File: config.mk
export PLATFORM = sky130hd
export DESIGN_NAME = arm_micro_sequencer
export DESIGN_NICKNAME = d
export VERILOG_FILES = /design/src/rtl/arm_mc_pkg.sv /design/src/rtl/arm_micro_rom.sv /design/src/rtl/arm_micro_sequencer.sv
export SDC_FILE = /design/constraint.sdc
export NUM_CORES = 1
export LEC_CHECK = 0
export CELL_PAD_IN_SITES_DETAIL_PLACEMENT = 0
export CELL_PAD_IN_SITES_GLOBAL_PLACEMENT = 1
export CORE_MARGIN = 2
export CORE_UTILIZATION = 28
export CTS_CLUSTER_DIAMETER = 40
export DETAILED_ROUTE_END_ITERATION = 12
export GPL_TIMING_DRIVEN = 0
export PLACE_DENSITY = 0.91
export SLEW_MARGIN = 20
export SYNTH_ARGS = -nofsm -noshare
export SYNTH_HDL_FRONTEND = slang
export SYNTH_HIERARCHICAL = 1
export SYNTH_SLANG_ARGS = --single-unit
export TNS_END_PERCENT = 1
File: constraint.sdc
create_clock -name clk -period 4.25 [get_ports clk]
set_clock_uncertainty 0.1 [all_clocks]
set_input_delay 1.275 -clock clk [delete_from_list [all_inputs] [get_ports clk]]
set_output_delay 1.275 -clock clk [all_outputs]
set_load 0.02 [all_outputs]
File: src/rtl/arm_mc_pkg.sv
// arm_mc_pkg: shared micro-PC state codes, sequencing modes, microword layout
// and datapath select encodings for the multicycle ARM control unit.
package arm_mc_pkg;

    localparam int UPC_BITS  = 4;
    localparam int ROM_WORDS = 10;

    localparam logic [UPC_BITS-1:0] S_FETCH  = 4'd0;
    localparam logic [UPC_BITS-1:0] S_DECODE = 4'd1;
    localparam logic [UPC_BITS-1:0] S_MEMADR = 4'd2;
    localparam logic [UPC_BITS-1:0] S_MEMRD  = 4'd3;
    localparam logic [UPC_BITS-1:0] S_MEMWB  = 4'd4;
    localparam logic [UPC_BITS-1:0] S_MEMWR  = 4'd5;
    localparam logic [UPC_BITS-1:0] S_EXECR  = 4'd6;
    localparam logic [UPC_BITS-1:0] S_EXECI  = 4'd7;
    localparam logic [UPC_BITS-1:0] S_ALUWB  = 4'd8;
    localparam logic [UPC_BITS-1:0] S_BRANCH = 4'd9;

    localparam logic [1:0] SRCB_RD2    = 2'b00;
    localparam logic [1:0] SRCB_IMM    = 2'b01;
    localparam logic [1:0] SRCB_FOUR   = 2'b10;
    localparam logic [1:0] RES_ALUOUT  = 2'b00;
    localparam logic [1:0] RES_DATA    = 2'b01;
    localparam logic [1:0] RES_ALURES  = 2'b10;

    typedef enum logic [1:0] {NEXT, DISP1, DISP2, FETCHRET} seq_t;

    // Raw per-state intents; the top gates the strobes with ready/cond/reset.
    typedef struct packed {
        logic       nextpc;
        logic       branch;
        logic       memw;
        logic       regw;
        logic       irw;
        logic       adrsrc;
        logic       alusrca;
        logic [1:0] alusrcb;
        logic [1:0] resultsrc;
        logic       aluop;
    } ctrl_t;

    typedef struct packed {
        seq_t                seq;
        logic [UPC_BITS-1:0] nxt;
        logic                wt;
        ctrl_t               ctrl;
    } uword_t;

endpackage

File: src/rtl/arm_micro_rom.sv
// arm_micro_rom: combinational microinstruction ROM, micro-PC -> microword.
//   upc  in   UPC_BITS  micro-PC
//   word out  uword_t   microword; unused addresses return to FETCH with no actions
module arm_micro_rom
    import arm_mc_pkg::*;
(
    input  logic [UPC_BITS-1:0] upc,
    output uword_t              word
);

    always_comb begin
        word = '0;
        case (upc)
            S_FETCH: begin
                word.nxt            = S_DECODE;
                word.wt             = 1'b1;
                word.ctrl.nextpc    = 1'b1;
                word.ctrl.irw       = 1'b1;
                word.ctrl.alusrca   = 1'b1;
                word.ctrl.alusrcb   = SRCB_FOUR;
                word.ctrl.resultsrc = RES_ALURES;
            end
            S_DECODE: begin
                word.seq            = DISP1;
                word.ctrl.alusrca   = 1'b1;
                word.ctrl.alusrcb   = SRCB_FOUR;
                word.ctrl.resultsrc = RES_ALURES;
            end
            S_MEMADR: begin
                word.seq          = DISP2;
                word.ctrl.alusrcb = SRCB_IMM;
            end
            S_MEMRD: begin
                word.nxt         = S_MEMWB;
                word.wt          = 1'b1;
                word.ctrl.adrsrc = 1'b1;
            end
            S_MEMWB: begin
                word.seq            = FETCHRET;
                word.ctrl.regw      = 1'b1;
                word.ctrl.resultsrc = RES_DATA;
            end
            S_MEMWR: begin
                word.seq         = FETCHRET;
                word.wt          = 1'b1;
                word.ctrl.memw   = 1'b1;
                word.ctrl.adrsrc = 1'b1;
            end
            S_EXECR: begin
                word.nxt          = S_ALUWB;
                word.ctrl.alusrcb = SRCB_RD2;
                word.ctrl.aluop   = 1'b1;
            end
            S_EXECI: begin
                word.nxt          = S_ALUWB;
                word.ctrl.alusrcb = SRCB_IMM;
                word.ctrl.aluop   = 1'b1;
            end
            S_ALUWB: begin
                word.seq            = FETCHRET;
                word.ctrl.regw      = 1'b1;
                word.ctrl.resultsrc = RES_ALUOUT;
            end
            S_BRANCH: begin
                word.seq            = FETCHRET;
                word.ctrl.branch    = 1'b1;
                word.ctrl.alusrcb   = SRCB_IMM;
                word.ctrl.resultsrc = RES_ALURES;
            end
            default: word = '0;
        endcase
    end

endmodule

File: src/rtl/arm_micro_sequencer.sv
// arm_micro_sequencer: microprogrammed control unit for the multicycle ARM datapath.
//   clk, reset (sync, active-low)
//   Op, Funct, Rd   instruction register fields
//   CondEx          condition result, sampled at the end of DECODE
//   mem_ready       memory handshake for wait-bit states
//   PCWrite, MemWrite, RegWrite, IRWrite   gated write strobes
//   AdrSrc, ALUSrcA, ALUSrcB, ResultSrc, ALUOp   datapath selects from the ROM word
//   upc             current micro-PC
module arm_micro_sequencer
    import arm_mc_pkg::*;
#(
    parameter int UPC_W     = UPC_BITS,
    parameter int ROM_DEPTH = ROM_WORDS
) (
    input  logic             clk,
    input  logic             reset,
    input  logic [1:0]       Op,
    input  logic [5:0]       Funct,
    input  logic [3:0]       Rd,
    input  logic             CondEx,
    input  logic             mem_ready,
    output logic             PCWrite,
    output logic             MemWrite,
    output logic             RegWrite,
    output logic             IRWrite,
    output logic             AdrSrc,
    output logic             ALUSrcA,
    output logic [1:0]       ALUSrcB,
    output logic [1:0]       ResultSrc,
    output logic             ALUOp,
    output logic [UPC_W-1:0] upc
);

    logic [UPC_BITS-1:0] upc_q, upc_d, disp1, disp2;
    logic                cond_q, cond_d, go;
    uword_t              rom_w, w;
    logic                unused_funct;

    arm_micro_rom u_rom (
        .upc  (upc_q),
        .word (rom_w)
    );

    assign unused_funct = ^Funct[4:1];

    always_comb begin
        w      = (int'(upc_q) < ROM_DEPTH) ? rom_w : '0;
        // A wait-bit state only advances (and fires its ready-gated strobes) once memory is done.
        go     = ~w.wt | mem_ready;
        disp1  = (Op == 2'b01) ? S_MEMADR :
                 (Op == 2'b10) ? S_BRANCH :
                 (Op == 2'b00) ? (Funct[5] ? S_EXECI : S_EXECR) : S_FETCH;
        disp2  = Funct[0] ? S_MEMRD : S_MEMWR;
        upc_d  = !go                 ? upc_q :
                 (w.seq == NEXT)     ? w.nxt :
                 (w.seq == DISP1)    ? disp1 :
                 (w.seq == DISP2)    ? disp2 : S_FETCH;
        cond_d = (upc_q == S_DECODE) ? CondEx : cond_q;
    end

    always_ff @(posedge clk) begin
        if (!reset) begin
            upc_q  <= S_FETCH;
            cond_q <= 1'b0;
        end else begin
            upc_q  <= upc_d;
            cond_q <= cond_d;
        end
    end

    assign IRWrite   = reset & w.ctrl.irw & go;
    assign MemWrite  = reset & w.ctrl.memw & cond_q;
    assign RegWrite  = reset & w.ctrl.regw & cond_q;
    assign PCWrite   = reset & ((w.ctrl.nextpc & go) | (w.ctrl.branch & cond_q) |
                                (w.ctrl.regw & cond_q & (Rd == 4'hF)));
    assign AdrSrc    = w.ctrl.adrsrc;
    assign ALUSrcA   = w.ctrl.alusrca;
    assign ALUSrcB   = w.ctrl.alusrcb;
    assign ResultSrc = w.ctrl.resultsrc;
    assign ALUOp     = w.ctrl.aluop;
    assign upc       = UPC_W'(upc_q);

endmodule
==> summary.txt <==
Vias post-DR: 719
Post-synthesis sequential area ratio: 0.161
Register Area: 100 sq um
Antenna cell count: 0
FF+latch count, synth: 5
Largest net degree at the start of global routing: 11
Pwr Density: 709 mW/mm^2
Switching pwr: 0.312 mW
Gr usage total: 0.136
Tot Pwr: 0.672 mW
Final Wtd Congestion: 0.823
Sequential power share: 0.131
Final Cycle Share: 0.982
Critical Path Max Stage Delay: 0.62 ns
Nets: 133
Worst path cell trace: clkdlybuf4s50_1 > nand2b_2 > nand2_1 > a21oi_1 > clkdlybuf4s50_1
Core area: 0.00215 sq mm
Critical path capture point type: primary output
Min Clock Period, post-route: 4.17 ns
Layout cells sized above 1: 0.155
Most frequent cells in the layout: clkdlybuf4s50_1 (26), and2_1 (8), nor2_1 (8)
Reg2reg setup slack: 2.13 ns
Antenna Nets Post-Route: 0
Crit Reg-Reg Startpoint: upc[3]$_SDFFE_PN0P_
Buffers and inverters on the worst path: 2
Synth Area per Inst: 7.25 sq um
CP Depth: 5
Clk pwr share: 0.078
Worst-path fanout max: 7
VDD IR max: 0.353 mV
Hold Path Origin: cond_q$_SDFFE_PN0N_
Endpoints failing hold: 0
Synth async-reset ratio: 0
Resized cells post-CTS: 1
Initial antenna violation count: 0
Grt total ovfl: 0
WL/cell: 11.5 um
Syn Inst Count: 86
Worst R2R Path Depth: 6
Critical Path Start Type: input port
1st-iter DRT viols: 11
CP required: 2.87 ns
DPL Wire Length: 1.36 mm
# setup viols final: 0
DIE HEIGHT: 51.2 um
Clock buffer depth: 2
F_max: 240 MHz
Max Cap Viol: 0
Status: complete, no violations
Post-Synthesis Net Count: 102
Pre-CTS setup slack: -0.00548 ns
Htree depth: 1
Root Buffer: clkbuf_4
Internal: 0.360 mW
RSZ-0062 raised after global routing: no
Setup crit start: mem_ready
# IOs: 31
CP most frequent cell: clkdlybuf4s50_1
Critical path type: in -> out
Global-route wire length before repair: 2.79 mm
Die Wd: 51.2 um
Hold-fix buffers, CTS: 0
Residual DRC: 0
Lkg Pwr: 0.356 nW
TritonCTS buffer count: 3
Routed vias/inst: 4.99
Worst Path Arrival: 2.80 ns
Clk slew on worst S/H paths: 0.04 ns
Comb pwr share: 0.790
Yosys top cell by area: dfxtp_1
Vias in the first global route: 695
Clk_lat worst skew: 0.23 ns
Sink Count: 5
Finished Core Util: 0.441
Prevailing post-synth register cell: dfxtp_1
Slowest-stage cell, CP: clkdlybuf4s50_1
Row count: 17
Post-synth EDFFs: 0
Area growth from synthesis to layout: 52.0%
Sw Ratio: 0.464
Die area: 0.00262 sq mm
Worst setup margin: 0.0769 ns
Critical path's top delay family: buffers and inverters
Fin. max-slew vios: 0
Layout fillers: 232
Setup Buffers After CTS: 0
Critical Path End: PCWrite
Post-Synthesis Cell Area: 623 sq um
RR Endpoint: upc[2]$_SDFFE_PN0P_
Initial Util: 0.290
Yosys warnings: 6
Drt first pass iters: 4
Area contributors post-synth: dfxtp_1 (16%), and2_1 (8.0%), nand2b_1 (6.0%), mux2i_1 (4.8%), nor2_1 (4.8%)
Top-area cell type share of the netlist area: 0.161
Min-delay worst type: reg -> reg
CTS tree: yes
Port bufs: 26
Area of the multi-input gates: 472 sq um
Synth cell types: 35
Most common cell after layout, fill and taps aside: clkdlybuf4s50_1
DRT Wirelength: 1.65 mm
==> cells in the mapped netlist, drive strengths merged (4+ instances only) <==
cell    number
and3         4
dfxtp        5
nand2b       6
a21oi        5
nor3         4
o21ai        4
and2         8
buf          7
nor2         8
nand2        4
==> registers in the layout, summed over array words and instances (netlist names) <==
name,cells
cond_q,1
upc,4
==> metal layers <==
metal	routed length [um]	share of wire	track usage	vias up
li1	-	-	-	367
met5	0	0	0	-
met3	85	0.051	0.00877	0
met2	888	0.54	0.284	19
met1	678	0.41	0.145	333
met4	0	0	0.0270	0
==> power groups by stage <==
| stage | clock, mW | combinational, mW | sequential [mW] |
|---|---|---|---|
| global placement | 0 | 0.520 | 0.0877 |
| finish | 0.0527 | 0.531 | 0.0882 |
| CTS | 0.0562 | 0.534 | 0.0880 |
| floorplan | 0 | 0.344 | 0.0982 |
| detailed placement | 0 | 0.530 | 0.0891 |
| global route | 0.0579 | 0.579 | 0.0929 |
==> metrics by stage <==
stage	cell area, sq um	hold WS [ns]	TNS, ns	std cells
CTS	947	0.443	0	144
global placement	918	0.414	0	140
global route	947	0.482	0	144
floorplan	623	0.404	0	86
finish	947	0.444	0	144
detailed placement	918	0.442	-0.00548	140
==> worst reg2reg max path: stages, from the launching register on <==
cell and delay [ns]:
dfxtp_1 0.47, buf_2 0.26, o21bai_1 0.09, a21oi_1 0.37, or3b_1 0.41, o22a_1 0.22, a21oi_2 0.13
==> worst min path at each step <==
| stage | end | slack, ns | cells past startpoint |
|---|---|---|---|
| final | cond_q$_SDFFE_PN0N_ | 0.44 | 2 |
| after global routing | cond_q$_SDFFE_PN0N_ | 0.48 | 2 |
| after CTS | cond_q$_SDFFE_PN0N_ | 0.44 | 2 |
| after detailed placement | cond_q$_SDFFE_PN0N_ | 0.44 | 2 |
| after global placement | upc[0]$_SDFFE_PN0P_ | 0.41 | 2 |
| after floorplan | cond_q$_SDFFE_PN0N_ | 0.40 | 2 |
==> final cells by class <==
| cell class | instances | area share |
|---|---|---|
| Multi-Input combinational cell | 71 | 0.498 |
| Buffer | 7 | 0.0449 |
| Sequential cell | 5 | 0.106 |
| Tap cell | 28 | 0.0370 |
| Timing Repair Buffer | 26 | 0.275 |
| Inverter | 3 | 0.0119 |
| Clock buffer | 4 | 0.0277 |
==> cells by family (layout without fill, tap and decap cells) <==
logic type             after synthesis  in the layout  share of synthesized area
AND/OR/NAND/NOR                     46             46                      0.444
XOR/XNOR                             1              1                     0.0141
buffers and inverters               10             40                     0.0863
flip-flops                           5              5                      0.161
multiplexers                         3              3                     0.0482
AO/OA/AOI/OAI                       20             20                      0.241
other                                1              1                    0.00602
Note: power is estimated with default switching activity, not from simulation.
